[config.mk]
export PLATFORM = sky130hd
export DESIGN_NAME = saph_plr_hs
export DESIGN_NICKNAME = d
export VERILOG_FILES = /design/src/rtl/saph_pkg.sv /design/src/rtl/saph_plr_hs_stage.sv /design/src/rtl/saph_plr_hs.sv
export SDC_FILE = /design/constraint.sdc
export NUM_CORES = 1
export LEC_CHECK = 0
export ABC_AREA = 1
export BUFFER_PORTS_ARGS = -buffer_cell sky130_fd_sc_hd__buf_4
export CAP_MARGIN = 40
export CORE_AREA = 2 2 39 41
export DETAILED_ROUTE_END_ITERATION = 8
export DIE_AREA = 0 0 41 43
export MAX_ROUTING_LAYER = met4
export REMOVE_ABC_BUFFERS = 1
export SYNTH_ARGS = -nofsm -noshare
export SYNTH_HDL_FRONTEND = slang
export SYNTH_SLANG_ARGS = --single-unit
export TNS_END_PERCENT = 10
[constraint.sdc]
create_clock -name clk -period 0.8 [get_ports clk]
set_input_delay 0.04 -clock clk [delete_from_list [all_inputs] [get_ports clk]]
set_output_delay 0.04 -clock clk [all_outputs]
set_load 0.02 [all_outputs]
[src/rtl/saph_pkg.sv]
// Shared definitions for the saph pipeline-register family: mode selectors
// and the occupancy-counter width helper.
package saph_pkg;

  localparam int unsigned SAPH_PLR_LOCKSTEP = 0;
  localparam int unsigned SAPH_PLR_COLLAPSE = 1;

  // A zero-stage chain still exposes a 1-bit occupancy port.
  function automatic int unsigned saph_occ_width(input int unsigned lat);
    return (lat == 0) ? 1 : $clog2(lat + 1);
  endfunction

endpackage

[src/rtl/saph_plr_hs_stage.sv]
// One elastic pipeline stage: a valid bit and a data register that load from
// the previous stage when adv is high. Flush clears only the valid bit.
module saph_plr_hs_stage #(
  parameter int unsigned width = 1
) (
  input  logic             clk,
  input  logic             rst,
  input  logic             flush,
  input  logic             adv,
  input  logic             prev_valid,
  input  logic [width-1:0] prev_data,
  output logic             valid,
  output logic [width-1:0] data
);

  logic             valid_q, valid_d;
  logic [width-1:0] data_q, data_d;

  always_comb begin
    valid_d = valid_q;
    data_d  = data_q;
    if (adv) begin
      valid_d = prev_valid;
      data_d  = prev_data;
    end
    if (flush) begin
      valid_d = 1'b0;
    end
  end

  always_ff @(posedge clk) begin
    if (rst) begin
      valid_q <= 1'b0;
      data_q  <= '0;
    end else begin
      valid_q <= valid_d;
      data_q  <= data_d;
    end
  end

  assign valid = valid_q;
  assign data  = data_q;

endmodule

[src/rtl/saph_plr_hs.sv]
// Elastic valid/ready register chain with flush, occupancy count and either
// bubble-collapsing or lockstep advance; latency=0 is a wire pass-through.
module saph_plr_hs
  import saph_pkg::*;
#(
  parameter int unsigned width    = 1,
  parameter int unsigned latency  = 1,
  parameter int unsigned collapse = SAPH_PLR_COLLAPSE
) (
  input  logic                                  clk,
  input  logic                                  rst,
  input  logic                                  flush,
  input  logic                                  d_valid,
  output logic                                  d_ready,
  input  logic [width-1:0]                      d,
  output logic                                  q_valid,
  input  logic                                  q_ready,
  output logic [width-1:0]                      q,
  output logic [saph_occ_width(latency)-1:0]    occupancy
);

  localparam int unsigned OW = saph_occ_width(latency);

  generate
    if (latency == 0) begin : g_bypass
      logic unused_inputs;

      assign q         = d;
      assign q_valid   = d_valid;
      assign d_ready   = q_ready;
      assign occupancy = '0;
      assign unused_inputs = ^{clk, rst, flush};
    end else begin : g_pipe
      logic [latency-1:0] v;
      logic [width-1:0]   r [latency];
      logic [latency-1:0] adv;
      logic               in_xfer;
      logic               out_xfer;
      logic [OW-1:0]      occ_q, occ_d;

      // Collapse: each stage advances if empty or its successor advances,
      // giving a combinational ready chain from q_ready back to d_ready.
      always_comb begin
        adv = '0;
        if (collapse == SAPH_PLR_COLLAPSE) begin
          adv[latency-1] = !v[latency-1] || q_ready;
          for (int unsigned k = 1; k < latency; k++) begin
            adv[latency-1-k] = !v[latency-1-k] || adv[latency-k];
          end
        end else begin
          adv = {latency{!v[latency-1] || q_ready}};
        end
      end

      for (genvar i = 0; i < latency; i++) begin : g_stage
        logic             prev_valid;
        logic [width-1:0] prev_data;

        if (i == 0) begin : g_first
          assign prev_valid = d_valid;
          assign prev_data  = d;
        end else begin : g_next
          assign prev_valid = v[i-1];
          assign prev_data  = r[i-1];
        end

        saph_plr_hs_stage #(
          .width(width)
        ) u_stage (
          .clk       (clk),
          .rst       (rst),
          .flush     (flush),
          .adv       (adv[i]),
          .prev_valid(prev_valid),
          .prev_data (prev_data),
          .valid     (v[i]),
          .data      (r[i])
        );
      end

      assign d_ready  = adv[0];
      assign q_valid  = v[latency-1];
      assign q        = r[latency-1];
      assign in_xfer  = d_valid && adv[0];
      assign out_xfer = v[latency-1] && q_ready;

      always_comb begin
        occ_d = occ_q;
        if (flush) begin
          occ_d = '0;
        end else if (in_xfer && !out_xfer) begin
          occ_d = occ_q + OW'(1);
        end else if (!in_xfer && out_xfer) begin
          occ_d = occ_q - OW'(1);
        end
      end

      always_ff @(posedge clk) begin
        if (rst) begin
          occ_q <= '0;
        end else begin
          occ_q <= occ_d;
        end
      end

      assign occupancy = occ_q;
    end
  endgenerate

endmodule

# --- Yosys cells after proc, flatten, opt, wreduce, memory -nomap -nowiden ---
# Cells that the tools add are included.
op_classes:
  reduce_logical: 10
  n_mux: 2
  addsub: 2
op_table:
  columns: ["operator", "count"]
  rows:
  - ["1-bit logical AND", 4]
  - ["1-bit zero test", 3]
  - ["1-bit two-way mux", 2]
  - ["2-bit nonzero test", 1]
  - ["2-bit OR reduction", 1]
  - ["1-bit adder (second input constant)", 1]
  - ["1-bit logical OR", 1]
  - ["1-bit subtractor (second input constant)", 1]
totals:
  output_inout_bits: 4
  inputBits: 6
  reg_bits: 3

# --- Logic depth before layout (Yosys ltp) ---
depth:
  word_depth: 7
  ltp_mapped: 5
  ltp_nobuf: 5

# --- Modules after synthesis ---
# From an unflattened synthesis, not the netlist that was laid out.
hier_totals:
  cells_unflattened: 26
  hier_area_um2: 155.1
modules_own_cells:
  columns: ["mod", "area_per_inst_um2", "instances", "seq_area_each_um2", "cells_each"]
  rows:
  - ["saph_plr_hs_stage", 85.1, 1, 40.0, 14]
  - ["saph_plr_hs", 70.1, 1, 20.0, 12]

# --- Worst setup path after synthesis ---
# No wires, ideal clock.
synth_timing:
  kind: "reg2reg"
  from: "reg g_pipe.g_stage[0].u_stage.valid_q"
  to: "reg g_pipe.g_stage[0].u_stage.data_q"
  t_required_ps: 683
  arrival_time_ps: 841
  stages_incl_launch_ff: 4
  setup_ps: 117
  path_slack_ps: -157
  period_less_slack_ps: 957
  n_path_buf: 0
  path_cell_list: "dfxtp_1 -> nand2_1 -> nand2_1 -> a21oi_1"
synth_via:
  elab_chain_len: 2
synth_lines:
  columns: ["element", "line", "rtl"]
  rows:
  - ["start: declaration", "saph_plr_hs_stage.sv:16", "logic valid_q, valid_d;"]
  - ["start signal: assignment", "saph_plr_hs_stage.sv:36", "valid_q <= valid_d;"]
  - ["1-bit zero test", null, null]
  - ["1-bit logical OR", null, null]
  - ["via d_ready", "saph_plr_hs.sv:14", "output logic d_ready,"]
  - ["end signal: assignment", "saph_plr_hs_stage.sv:37", "data_q <= data_d;"]
  - ["end: declaration", "saph_plr_hs_stage.sv:17", "logic [width-1:0] data_q, data_d;"]
# The timed path passes the listed nets, and every way through them passes these cells.
# A chain may end at the register's enable or synchronous reset.

# --- Worst setup path in the final report ---
layout_timing:
  from: "reg g_pipe.g_stage[0].u_stage.valid_q"
  to: "out d_ready"
layout_via:
  elab_chain_len: 2
layout_lines:
  columns: ["element", "line"]
  rows:
  - ["1-bit zero test", null]
  - ["1-bit logical OR", null]
  - ["end: declaration", "saph_plr_hs.sv:14"]
# No other way between the ends.

==> run_results.csv <==
group,metric,value,unit
outcome,outcome,"complete, but fails checks",
critical_path,critPathSlowestCell,"dfxtp_4",
timing,timing.final.hold_violations,0,
layout,filler_cell_count,154,
logic_synthesis,yosys_register_bits,3,
timing,final_setup_violation_count,1,
power_and_ir_drop,finalPower,0.4980,mW
global_route,pin_count_of_the_biggest_net_entering_global_routing,6,
die,floorplan.rows,14,
critical_path,setup.worst_path.class,"reg2out",
timing,setup_repair_after_global_routing_missed_its_margin,"yes",
logic_synthesis,synth.yosys.warnings,0,
global_route,antenna_found_initial,0,
layout,area.growth.synth_to_final,117.0,%
clock_network,tritoncts_clock_tree,"built",
power_and_ir_drop,power.static_leakage,0.1353,nW
clock_network,tritoncts_num_sinks,3,
critical_path,cp.arrival,0.76,ns
power_and_ir_drop,cellPowerDensity,1834,nW/um^2
clock_network,worst_setup_hold_path_clk_slew,0.04,ns
logic_synthesis,synth.avg_cell_area,6.951,um^2
critical_path,setup.worst_path.start_class,"register",
logic_synthesis,synth.cell_area,125.1,um^2
drt,route.detailed.drc,0,
clock_network,clock_tree.htree_level_count,1,
drt,drt_iter0_markers,0,
die,fp.dieArea,1763,um^2
drt,avgRoutedWirePerCell,6.531,um
critical_path,cp_max_fo,5,
timing,max_freq,1246,MHz
placement,dp_worst_setup_slack,0.01570,ns
die,x_dimension_of_the_die,41,um
drt,routed_wirelength,320,um
timing,worst_slack,-0.002642,ns
die,initial_core_util,9.042,%
outcome,violations,"setup timing",
drt,ant_nets,0,
logic_synthesis,synthesis.instances,18,
clock_network,clock_insertion_delay_worst_skew,0.23,ns
timing,period_share,100.3,%
die,design.core.area,1384,um^2
timing,fin_crit,0.8026,ns
global_route,grt_util_all_layers,4.825,%
timing,max_slew.worst_pin.slew,0.1255,ns
power_and_ir_drop,ir_worst_vdd,0.3232,mV
job,maxCapViolations,0,
global_route,grt-ovfl-total,0,
placement,place.port_buffers,9,
min_path,min-delay-path-class,"in2reg",
drt,routed_via_density,3.551,
die,num_io_pins,10,
clock_network,clk_path_buf_depth,2,
critical_path,max_stage_delay,0.36,ns
layout,fin_nets,40,
clock_network,tritoncts.num_buffers,3,
critical_path,endpoint_type_of_the_worst_setup_path,"output pin",
timing,timing.final.max_slew_violations,0,
logic_synthesis,synth.distinct_cells,7,
global_route,grt_first_pass_wirelength,393,um
global_route,number_of_global_route_vias_before_repair,140,
timing,clock_skew,0.002501,ns
timing,fin_hold_ws,0.06195,ns
timing,slew-limit-headroom,91.56,%
drt,drt_pre_antenna_iters,1,
layout,fraction_of_layout_cells_with_a_size_suffix_above_1,45.45,%
placement,gp_routability_congestion,0.4285,
critical_path,cp.required,0.76,ns
critical_path,cp_cell_sequence,"nand2_4 -> buf_6",
drt,vias,174,
die,die_height,43,um
clock_network,cts_root_buffer,"clkbuf_4",
logic_synthesis,synth_sequential_area_ratio,48.00,%
layout,num_antenna_cells,0,
[report_power, final]
part / internal, mW / leakage (nW) / switching (mW) / total [mW]
Clock: 0.186 / 0.0150 / 0.0724 / 0.259
Sequential: 0.157 / 0.0255 / 0.00684 / 0.164
Combinational: 0.0416 / 0.0949 / 0.0337 / 0.0752
[per-layer routing]
metal	global-route usage, %	wire, um	share of wire (%)	up-vias
li1	-	-	-	88
met1	1.278	105	33	70
met2	5.938	133	42	12
met3	3.141	51	16	4
met4	12.00	29	9.1	0
met5	-	0	0	-
[sequential cells by signal (all words and copies together) (netlist names)]
signal                        cells
g_pipe.g_stage.u_stage.data       1
occupancy                         1
g_pipe.g_stage.u_stage.valid      1
[stage by stage]
step	TNS [ns]	cells	cell area, um^2	util (%)
2_1_floorplan	-0.3913	18	125.1	-
3_3_place_gp	0	43	212.7	15.37
3_5_place_dp	0	43	212.7	15.37
4_1_cts	-0.02428	49	264.0	19.08
5_1_grt	-0.03933	49	271.5	19.62
6_report	-0.002642	49	271.5	19.62
[cell usage after synthesis]
| library cell | n | area share (%) |
|---|---|---|
| dfxtp_1 | 3 | 48 |
| inv_1 | 2 | 6.0 |
| a21oi_1 | 2 | 8.0 |
| nand2_1 | 6 | 18 |
| a21boi_0 | 1 | 6.0 |
| nor2_1 | 2 | 6.0 |
| nand3_1 | 2 | 8.0 |
[cell usage in the layout (no fill, tap or decap), drive strengths merged]
master / Yosys / final
a21boi: 1 / 1
a21oi: 2 / 2
buf: 0 / 10
clkbuf: 0 / 4
dfxtp: 3 / 3
dlygate4sd3: 0 / 1
inv: 2 / 2
nand2: 6 / 6
nand3: 2 / 2
nor2: 2 / 2
[cell families after synthesis]
logic type             Yosys count  share of synthesized area, %
and+or+nand+nor                 10                         32.00
DFF                              3                         48.00
AOI/OAI and AO/OA                3                         14.00
buffers and inverters            2                         6.002
[path summary, 6_finish.rpt]
path                                   startpoint                              end  slack [ns]  depth (start not counted)
setup / recovery  g_pipe.g_stage[0].u_stage.valid                          d_ready      -0.003                          2
hold / removal                                rst                        occupancy        0.06                          4
setup reg to reg  g_pipe.g_stage[0].u_stage.valid  g_pipe.g_stage[0].u_stage.valid        0.03                          3
hold reg to reg    g_pipe.g_stage[0].u_stage.data   g_pipe.g_stage[0].u_stage.data        0.48                          2
[critical path: cells and delay by family, from the launching register on]
kind	cells	cell delay, ns
AND/OR/NAND/NOR	1	0.05
buffers and inverters	1	0.12
flip-flops	1	0.36
[area by class of cell]
| type | instances | area, um^2 | area share (%) |
|---|---|---|---|
| Timing Repair Buffer | 11 | 88.84 | 32.72 |
| Multi-Input combinational cell | 13 | 65.06 | 23.96 |
| Sequential cell | 3 | 63.81 | 23.50 |
| Clock buffer | 4 | 26.28 | 9.677 |
| Tap cell | 16 | 20.02 | 7.373 |
| Inverter | 2 | 7.507 | 2.765 |
[repair_timing]
action | 4_1_cts | 5_1_grt
hold buffers | 1 | 0
pin swaps | 1 | 0
buffers inserted | 1 | 0
setup endpoints to repair | 2 | 4
resized for setup | 3 | 2
endpoints found under the hold margin | 1 | 0
No activity file was read; power rests on OpenSTA's default activity.
